--- src/rtl/ballot_input_ctrl_if.sv ---
// Ballot front-end bus: officer arm level, raw buttons in, tally-side strobes out.
interface ballot_input_ctrl_if;
    logic officer_en;
    logic btn_a;
    logic btn_b;
    logic btn_c;
    logic btn_cast;
    logic vote_a;
    logic vote_b;
    logic vote_c;
    logic vote_strobe;
    logic session_active;
    logic invalid;
    logic timeout;

    // Drives the officer level and raw buttons (testbench / panel side).
    modport master (
        output officer_en, btn_a, btn_b, btn_c, btn_cast,
        input  vote_a, vote_b, vote_c, vote_strobe, session_active, invalid, timeout
    );

    // The ballot controller itself.
    modport slave (
        input  officer_en, btn_a, btn_b, btn_c, btn_cast,
        output vote_a, vote_b, vote_c, vote_strobe, session_active, invalid, timeout
    );
endinterface

--- src/rtl/ballot_input_ctrl.sv ---
// Ballot input controller: synchronises and debounces the candidate and cast
// buttons, enforces one vote per officer-armed session and emits a one-hot
// candidate select qualified by a single-cycle cast strobe for the tally.
module ballot_input_ctrl #(
    parameter int DEBOUNCE_CYCLES = 4,
    parameter int TIMEOUT_CYCLES  = 1000
) (
    input  logic          clk,
    input  logic          rst,
    ballot_input_ctrl_if.slave bus
);
    localparam int DW = $clog2(DEBOUNCE_CYCLES + 1);
    localparam int TW = $clog2(TIMEOUT_CYCLES + 1);

    typedef enum logic [2:0] {IDLE, ARMED, SELECTED, CAST, RELEASE} state_t;

    // Button vector order: {cast, c, b, a}
    logic [3:0]         raw;
    logic [3:0]         sync1_q, sync2_q;
    logic [3:0]         deb_q, deb_prev_q;
    logic [3:0][DW-1:0] dcnt_q;
    logic [3:0]         rise;
    logic [2:0]         cand_lvl;
    logic               cand_rise;
    logic               cand_single;

    state_t             state_q;
    logic [2:0]         sel_q;
    logic [TW-1:0]      tcnt_q;
    logic               off_q;
    logic               off_rise;
    logic [2:0]         vote_q;
    logic               strobe_q;
    logic               active_q;
    logic               invalid_q;
    logic               timeout_q;

    assign raw         = {bus.btn_cast, bus.btn_c, bus.btn_b, bus.btn_a};
    assign rise        = deb_q & ~deb_prev_q;
    assign cand_lvl    = deb_q[2:0];
    assign cand_rise   = |rise[2:0];
    // The rising candidate is itself high, so a valid press means it is the only one high.
    assign cand_single = $onehot(cand_lvl);
    assign off_rise    = bus.officer_en & ~off_q;

    // Two-flop synchronisers for the asynchronous buttons.
    always_ff @(posedge clk or posedge rst) begin
        if (rst) begin
            sync1_q <= '0;
            sync2_q <= '0;
        end else begin
            sync1_q <= raw;
            sync2_q <= sync1_q;
        end
    end

    // Debounce: adopt the synced level after it has disagreed for DEBOUNCE_CYCLES cycles in a row.
    always_ff @(posedge clk or posedge rst) begin
        if (rst) begin
            deb_q      <= '0;
            deb_prev_q <= '0;
            dcnt_q     <= '0;
        end else begin
            deb_prev_q <= deb_q;
            for (int i = 0; i < 4; i++) begin
                if (sync2_q[i] == deb_q[i]) begin
                    dcnt_q[i] <= '0;
                end else if (dcnt_q[i] == DW'(DEBOUNCE_CYCLES - 1)) begin
                    deb_q[i]  <= sync2_q[i];
                    dcnt_q[i] <= '0;
                end else begin
                    dcnt_q[i] <= dcnt_q[i] + 1'b1;
                end
            end
        end
    end

    // Session FSM with registered outputs; the cast pulse is decided on the same edge that enters CAST.
    always_ff @(posedge clk or posedge rst) begin
        if (rst) begin
            state_q   <= IDLE;
            sel_q     <= '0;
            tcnt_q    <= '0;
            off_q     <= 1'b0;
            vote_q    <= '0;
            strobe_q  <= 1'b0;
            active_q  <= 1'b0;
            invalid_q <= 1'b0;
            timeout_q <= 1'b0;
        end else begin
            off_q     <= bus.officer_en;
            vote_q    <= '0;
            strobe_q  <= 1'b0;
            invalid_q <= 1'b0;
            timeout_q <= 1'b0;
            case (state_q)
                IDLE: begin
                    if (off_rise) begin
                        state_q  <= ARMED;
                        sel_q    <= '0;
                        tcnt_q   <= '0;
                        active_q <= 1'b1;
                    end
                end
                ARMED, SELECTED: begin
                    // Cast has priority over a same-cycle candidate press.
                    if (rise[3]) begin
                        if (state_q == SELECTED) begin
                            state_q  <= CAST;
                            strobe_q <= 1'b1;
                            vote_q   <= sel_q;
                        end else begin
                            invalid_q <= 1'b1;
                        end
                    end else if (cand_rise) begin
                        if (cand_single) begin
                            sel_q   <= cand_lvl;
                            state_q <= SELECTED;
                        end else begin
                            invalid_q <= 1'b1;
                        end
                    end
                    // Inactivity timer: any debounced press restarts it.
                    if (|rise) begin
                        tcnt_q <= '0;
                    end else if (tcnt_q == TW'(TIMEOUT_CYCLES - 1)) begin
                        timeout_q <= 1'b1;
                        state_q   <= IDLE;
                        sel_q     <= '0;
                        active_q  <= 1'b0;
                        tcnt_q    <= '0;
                    end else begin
                        tcnt_q <= tcnt_q + 1'b1;
                    end
                end
                CAST: begin
                    state_q  <= RELEASE;
                    sel_q    <= '0;
                    active_q <= 1'b0;
                end
                RELEASE: begin
                    if (deb_q == '0) state_q <= IDLE;
                end
                default: state_q <= IDLE;
            endcase
        end
    end

    assign bus.vote_a         = vote_q[0];
    assign bus.vote_b         = vote_q[1];
    assign bus.vote_c         = vote_q[2];
    assign bus.vote_strobe    = strobe_q;
    assign bus.session_active = active_q;
    assign bus.invalid        = invalid_q;
    assign bus.timeout        = timeout_q;
endmodule

--- src/flat_wrapper.sv ---
// flat-port wrapper written by rule: the top's interface ports become plain ports
module ballot_input_ctrl_flat 
#(
    parameter int DEBOUNCE_CYCLES = 4,
    parameter int TIMEOUT_CYCLES  = 1000
)
  (clk, rst, bus_officer_en, bus_btn_a, bus_btn_b, bus_btn_c, bus_btn_cast, bus_vote_a, bus_vote_b, bus_vote_c, bus_vote_strobe, bus_session_active, bus_invalid, bus_timeout);
  ballot_input_ctrl_if bus_i ();
  input  logic clk;
  input  logic rst;
  input wire logic [$bits(bus_i.officer_en)-1:0] bus_officer_en;
  input wire logic [$bits(bus_i.btn_a)-1:0] bus_btn_a;
  input wire logic [$bits(bus_i.btn_b)-1:0] bus_btn_b;
  input wire logic [$bits(bus_i.btn_c)-1:0] bus_btn_c;
  input wire logic [$bits(bus_i.btn_cast)-1:0] bus_btn_cast;
  output wire logic [$bits(bus_i.vote_a)-1:0] bus_vote_a;
  output wire logic [$bits(bus_i.vote_b)-1:0] bus_vote_b;
  output wire logic [$bits(bus_i.vote_c)-1:0] bus_vote_c;
  output wire logic [$bits(bus_i.vote_strobe)-1:0] bus_vote_strobe;
  output wire logic [$bits(bus_i.session_active)-1:0] bus_session_active;
  output wire logic [$bits(bus_i.invalid)-1:0] bus_invalid;
  output wire logic [$bits(bus_i.timeout)-1:0] bus_timeout;
  assign bus_i.officer_en = bus_officer_en;
  assign bus_i.btn_a = bus_btn_a;
  assign bus_i.btn_b = bus_btn_b;
  assign bus_i.btn_c = bus_btn_c;
  assign bus_i.btn_cast = bus_btn_cast;
  assign bus_vote_a = bus_i.vote_a;
  assign bus_vote_b = bus_i.vote_b;
  assign bus_vote_c = bus_i.vote_c;
  assign bus_vote_strobe = bus_i.vote_strobe;
  assign bus_session_active = bus_i.session_active;
  assign bus_invalid = bus_i.invalid;
  assign bus_timeout = bus_i.timeout;
  ballot_input_ctrl #(.DEBOUNCE_CYCLES(DEBOUNCE_CYCLES), .TIMEOUT_CYCLES(TIMEOUT_CYCLES)) u_core (.clk(clk), .rst(rst), .bus(bus_i));
endmodule
--- config.mk ---
export PLATFORM = sky130hd
export DESIGN_NAME = ballot_input_ctrl_flat
export DESIGN_NICKNAME = d
export VERILOG_FILES = /design/src/rtl/ballot_input_ctrl_if.sv /design/src/rtl/ballot_input_ctrl.sv /design/src/flat_wrapper.sv
export SDC_FILE = /design/constraint.sdc
export NUM_CORES = 1
export LEC_CHECK = 0
export BUFFER_PORTS_ARGS = -buffer_cell sky130_fd_sc_hd__buf_2
export CELL_PAD_IN_SITES_DETAIL_PLACEMENT = 0
export CELL_PAD_IN_SITES_GLOBAL_PLACEMENT = 1
export CORE_MARGIN = 1.5
export CORE_UTILIZATION = 25
export DETAILED_ROUTE_END_ITERATION = 10
export HOLD_SLACK_MARGIN = 0.03
export PLACE_DENSITY = 0.42
export SETUP_SLACK_MARGIN = 0.2
export SLEW_MARGIN = 20
export SYNTH_ARGS = -nofsm -noshare
export SYNTH_HDL_FRONTEND = slang
export SYNTH_SLANG_ARGS = --single-unit
--- constraint.sdc ---
create_clock -name clk -period 2.6 [get_ports clk]
set_clock_uncertainty 0.2 [all_clocks]
set_input_delay 0.13 -clock clk [delete_from_list [all_inputs] [get_ports clk]]
set_output_delay 0.13 -clock clk [all_outputs]
set_load 0.005 [all_outputs]
**Word-level counts from Yosys, hierarchy flattened**

Cells that the tools add are included.

- Logic and storage cells: 114
- Bits of input ports: 7
- Memory bits (writable): 0
- Memories: 0
- ROM bits: 0
- Bits in registers: 52
- Bits in latches: 0

- Mux-type cells: 46
- $add $sub $neg: 7
- Order comparisons: 0
- Multipliers: 0
- Div/mod/pow operators: 0
- Bitwise operators: 8
- Eq/ne operators: 18
- Shift-type cells: 0
- Reduce and logical (&&, ||, !) cells: 15

Operator list:

| kind | count |
|---|---|
| two-way mux 3 bit | 25 |
| two-way mux 10 bit | 3 |
| one-hot mux 10 bit (2 select lines) | 1 |
| equality test 3 x 2 -> 1 bit, second input constant | 6 |
| two-way mux 1 bit | 14 |
| AND reduction 2 bit | 7 |
| adder 3 x 1 -> 3 bit, second input constant | 4 |
| one-hot mux 3 bit (4 select lines) | 1 |
| adder 10 x 1 -> 10 bit, second input constant | 1 |
| equality test 10 bit, second input constant | 1 |
| one-hot mux 3 bit (3 select lines) | 1 |
| != test 2 x 1 -> 1 bit, second input constant | 3 |
| NOT 1 bit | 5 |
| bitwise AND 4 bit | 1 |
| equality test 1 bit | 4 |
| logical NOT 4 bit | 1 |
| NOT 4 bit | 1 |
| AND reduction 4 bit | 1 |
| OR reduction 4 bit | 1 |
| equality test 3 x 1 -> 1 bit, second input constant | 1 |
| equality test 3 bit, second input constant | 1 |
| logical NOT 3 bit | 1 |
| one-hot mux 1 bit (3 select lines) | 1 |
| nonzero test 3 bit | 1 |
| 8 further kinds | 8 |

**Longest topological paths before layout**

- Word-level depth: 9
- Depth in mapped cells: 6
- Gate-level depth less buffers: 5

**Worst setup path before layout**

Ideal clock, no wire load.

- Path type: flip-flop to flip-flop
- Start point: reg u_core.deb_q[0]
- End point: reg u_core.state_q[1]
- Slack: 612 ps
- Cell stages (with the launch flop): 6
- Library setup time: 94 ps
- Arrival time: 1694 ps
- Period minus slack after synthesis: 1988 ps
- Cell sequence: dfrtp_1 -> fa_1 -> nand2b_1 -> a311oi_2 -> nand3b_1 -> a211oi_1

- Cells in the longest elaborated chain, start to end: 9
- Elaborated cells between the ends (all ways): 15
- Those cells by class: add/sub (2); eq/ne (2); mux (6); bitwise (1); reduce/logical (4)

RTL lines:

| item | RTL line | RTL |
|---|---|---|
| from (decl) | ballot_input_ctrl.sv:20 | `logic [3:0] deb_q, deb_prev_q;` |
| from (signal, indexed assignment) | ballot_input_ctrl.sv:69 | `deb_q[i] <= sync2_q[i];` |
| adder 1 x 1 -> 2 bit (implied by the code) | ballot_input_ctrl.sv:43 | `assign cand_single = $onehot(cand_lvl);` |
| adder 2 x 1 -> 2 bit (implied by the code) | ballot_input_ctrl.sv:43 |  |
| equality test 2 x 1 -> 1 bit | ballot_input_ctrl.sv:43 |  |
| two-way mux 3 bit | ballot_input_ctrl.sv:116 | `if (cand_single) begin` |
| two-way mux 3 bit | ballot_input_ctrl.sv:115 | `end else if (cand_rise) begin` |
| two-way mux 3 bit | ballot_input_ctrl.sv:107 | `if (rise[3]) begin` |
| two-way mux 3 bit | ballot_input_ctrl.sv:126 | `end else if (tcnt_q == TW'(TIMEOUT_CYCLES - 1)) begin` |
| two-way mux 3 bit | ballot_input_ctrl.sv:124 | `if (\|rise) begin` |
| one-hot mux 3 bit (4 select lines) | ballot_input_ctrl.sv:96 | `case (state_q)` |
| to (signal assigned) | ballot_input_ctrl.sv:99 | `state_q <= ARMED;` |
| to (signal assigned) | ballot_input_ctrl.sv:109 | `state_q <= CAST;` |
| to (signal assigned) | ballot_input_ctrl.sv:128 | `state_q <= IDLE;` |
| to (decl) | ballot_input_ctrl.sv:27 | `state_t state_q;` |

Several ways; a longest one is shown, not always the timed one.
A chain may end at the register's enable or synchronous reset.

**Worst setup path after layout**

Same ends and word-level chain as after synthesis.

==> impl_metrics.env <==
export IMPL_drt_initial_drc_count=65
export IMPL_ioPinCount=14
export IMPL_peakVddDrop_mv=0.315
export IMPL_grt_start_max_net_pins=53
export IMPL_first_pass_iters=4
export IMPL_setup_viol=0
export IMPL_post_cts_buffers=0
export IMPL_core_area_mm2=0.00868
export IMPL_placed_area_mm2=0.00240
export IMPL_min_from="u_core.sync1_q[2]$_DFF_PP0_"
export IMPL_drt_wirelength_per_cell_um=13.4
export IMPL_r2r_start="u_core.deb_q[0]$_DFFE_PP0P_"
export IMPL_drv_slew=0
export IMPL_fillerInstances=924
export IMPL_dp_hpwl_mm=2.92
export IMPL_syn_to_final_growth_pct=16.1
export IMPL_fmax_ghz=0.466
export IMPL_critPathMaxFanout=7
export IMPL_arrival_ps=2150
export IMPL_critical_path_class="flop to flop"
export IMPL_synth_cells=181
export IMPL_cp_startpoint="u_core.deb_q[0]$_DFFE_PP0P_"
export IMPL_postCtsHoldBufs=6
export IMPL_p_leak_nw=1.11
export IMPL_antenna_found_initial=0
export IMPL_seq_area_mm2=0.00130
export IMPL_die_w_um=97.4
export IMPL_multi_input_area_um2=863
export IMPL_worst_slack_ps=453
export IMPL_cts_tree="built"
export IMPL_design_area_mm2=0.00259
export IMPL_syn_nets=194
export IMPL_die_height_um=97.4
export IMPL_cp_required_ps=2610
export IMPL_drt_wl_total_mm=4.21
export IMPL_syn_area_mm2=0.00223
export IMPL_hold_viol=0
export IMPL_layout_drive_gt1_share_pct=16.1
export IMPL_dieArea_mm2=0.00949
export IMPL_antenna_cells_inserted=0
export IMPL_start_util_pct=25.7
export IMPL_grt_pass1_vias=1547
export IMPL_ys_types=46
export IMPL_grt_pass1_wl_mm=7.48
export IMPL_timing_setup_tns_ps=0
export IMPL_drc=0
export IMPL_ys_warn_count=0
export IMPL_overflow=0
export IMPL_powerDensity_mw_per_mm2=968
export IMPL_place_ws_ps=453
export IMPL_seq_area_frac_synth_pct=58.4
export IMPL_cts_htree_levels=2
export IMPL_synth_ff_type="dfrtp_1"
export IMPL_clockRootBuffer="clkbuf_8"
export IMPL_period_share_pct=82.6
export IMPL_ant_nets=0
export IMPL_ys_ff_latch=52
export IMPL_worstMarginPinSlew_ps=660
export IMPL_cp_start_kind="flop"
export IMPL_min_delay_path_class="flop to flop"
export IMPL_place_congestion=0.721
export IMPL_port_buffers=13
export IMPL_relSlewSlack_pct=56.0
export IMPL_viasPerCell=4.65
export IMPL_clockBufferDepth=2
export IMPL_numCtsBuffers=5
export IMPL_grt_setup_unrepaired="false"
export IMPL_drv_cap=0
export IMPL_synth_edff_count=0
export IMPL_clk_transition_reported_paths_ps=90
export IMPL_clock_latency_ps=300
export IMPL_async_flop_share_pct=100
export IMPL_vias=1454
export IMPL_groute_usage_overall_pct=9.64
export IMPL_avgSynthCellArea_um2=12.3
export IMPL_setup_worst_path_end_class="flop"
export IMPL_period_needed_ps=2150
export IMPL_holdWs_ps=155
export IMPL_num_nets_final=217
export IMPL_final_core_util_pct=29.8
export IMPL_post_cts_resize_count=0
export IMPL_rows=34
export IMPL_status="complete, no violations"
export IMPL_cts_sinks=52
-- sequential cells by signal, indices dropped and copies added, names as in the netlist --
register / count
u_core.dcnt_q: 12
u_core.tcnt_q: 10
u_core.deb_prev_q: 4
u_core.deb_q: 4
u_core.sync1_q: 4
u_core.sync2_q: 4
u_core.sel_q: 3
u_core.state_q: 3
u_core.vote_q: 3
u_core.bus.invalid: 1
u_core.bus.session_active: 1
u_core.bus.timeout: 1
u_core.bus.vote_strobe: 1
u_core.off_q: 1
-- worst max-delay path, stage by stage, from the launching register on --
cell and delay (ps):
dfrtp_1 480, fa_1 560, nand2b_1 100, a311oi_2 380, nand3b_1 110, a211oi_1 230
-- logic make-up after synthesis --
group           after synthesis  synth area share, %
compound gates               33                 11.8
flops                        52                 58.4
mux                           5                 2.53
fa+ha+maj                     6                 3.70
xor+xnor                      9                 3.54
simple gates                 65                 17.1
buf+inv                      11                 2.92
-- final timing paths --
| kind | to | slack [ps] | depth (start not counted) |
|---|---|---|---|
| setup reg to reg | u_core.state_q[1]$_DFFE_PP0P_ | 450 | 5 |
| setup / recovery | u_core.state_q[1]$_DFFE_PP0P_ | 450 | 5 |
| hold / removal | u_core.sync2_q[2]$_DFF_PP0_ | 160 | 0 |
| max in group asynchronous | u_core.deb_q[2]$_DFFE_PP0P_ | 1420 | 4 |
| min in group asynchronous | u_core.tcnt_q[0]$_DFFE_PP0P_ | 350 | 4 |
| hold reg to reg | u_core.sync2_q[2]$_DFF_PP0_ | 160 | 0 |
-- layout make-up --
cell class / count / area share (%)
clock buffers: 7 / 3.72
repair buffers: 21 / 5.41
multi-input cells: 118 / 33.3
clock inverters: 1 / 1.16
flip-flops and latches: 52 / 50.3
well taps: 108 / 5.22
inverters: 6 / 0.870
-- cell usage in the layout, fill, tap and decap left out, types with 7 or more instances in the layout --
master,n
buf_2,13
clkbuf_8,7
dfrtp_1,52
nand2b_1,7
nor2_1,9
nor2b_1,7
nor3_1,8
nor3b_1,8
-- metal layers --
| metal | GRT usage (%) | vias to the layer above | part of all wire, % |
|---|---|---|---|
| met5 | 0 | - | 0 |
| met4 | 3.30 | 0 | 0.88 |
| met3 | 2.37 | 2 | 2.5 |
| met2 | 15.4 | 19 | 49 |
| met1 | 12.7 | 734 | 48 |
| li1 | - | 699 | - |
-- Yosys cell counts, types with 2 or more instances --
master	number	area (um2)
mux2_2	5	56.3
buf_6	3	33.8
and3_1	2	12.5
and2_1	2	12.5
nand2_1	6	22.5
o21bai_1	2	15.0
ha_1	5	62.6
xnor2_1	6	52.6
nor3b_1	8	60.1
inv_1	6	22.5
o2111ai_1	3	26.3
a32oi_1	3	26.3
dfrtp_1	52	1300
xor2_1	3	26.3
nor4_1	4	25.0
o22ai_1	2	12.5
and4_1	3	26.3
a21oi_1	5	25.0
nor3_1	8	40.0
nand4_1	2	12.5
o211ai_1	2	15.0
or4_1	2	15.0
o31ai_1	2	15.0
nor2_1	9	33.8
nand2b_1	7	43.8
nor2b_1	7	43.8
o21ai_0	3	15.0
-- metrics by stage --
stage / total power, mW / cells
after floorplan: 1.74 / 181
after global placement: 1.90 / 299
after detailed placement: 1.92 / 299
after CTS: 2.55 / 313
after global routing: 2.70 / 313
final: 2.51 / 313
-- report_power, final --
| part | total (mW) | internal (mW) | switching (mW) |
|---|---|---|---|
| registers | 1.15 | 0.978 | 0.173 |
| logic | 0.759 | 0.318 | 0.442 |
| clock network | 0.597 | 0.340 | 0.257 |
No activity file was read; power rests on OpenSTA's default activity.
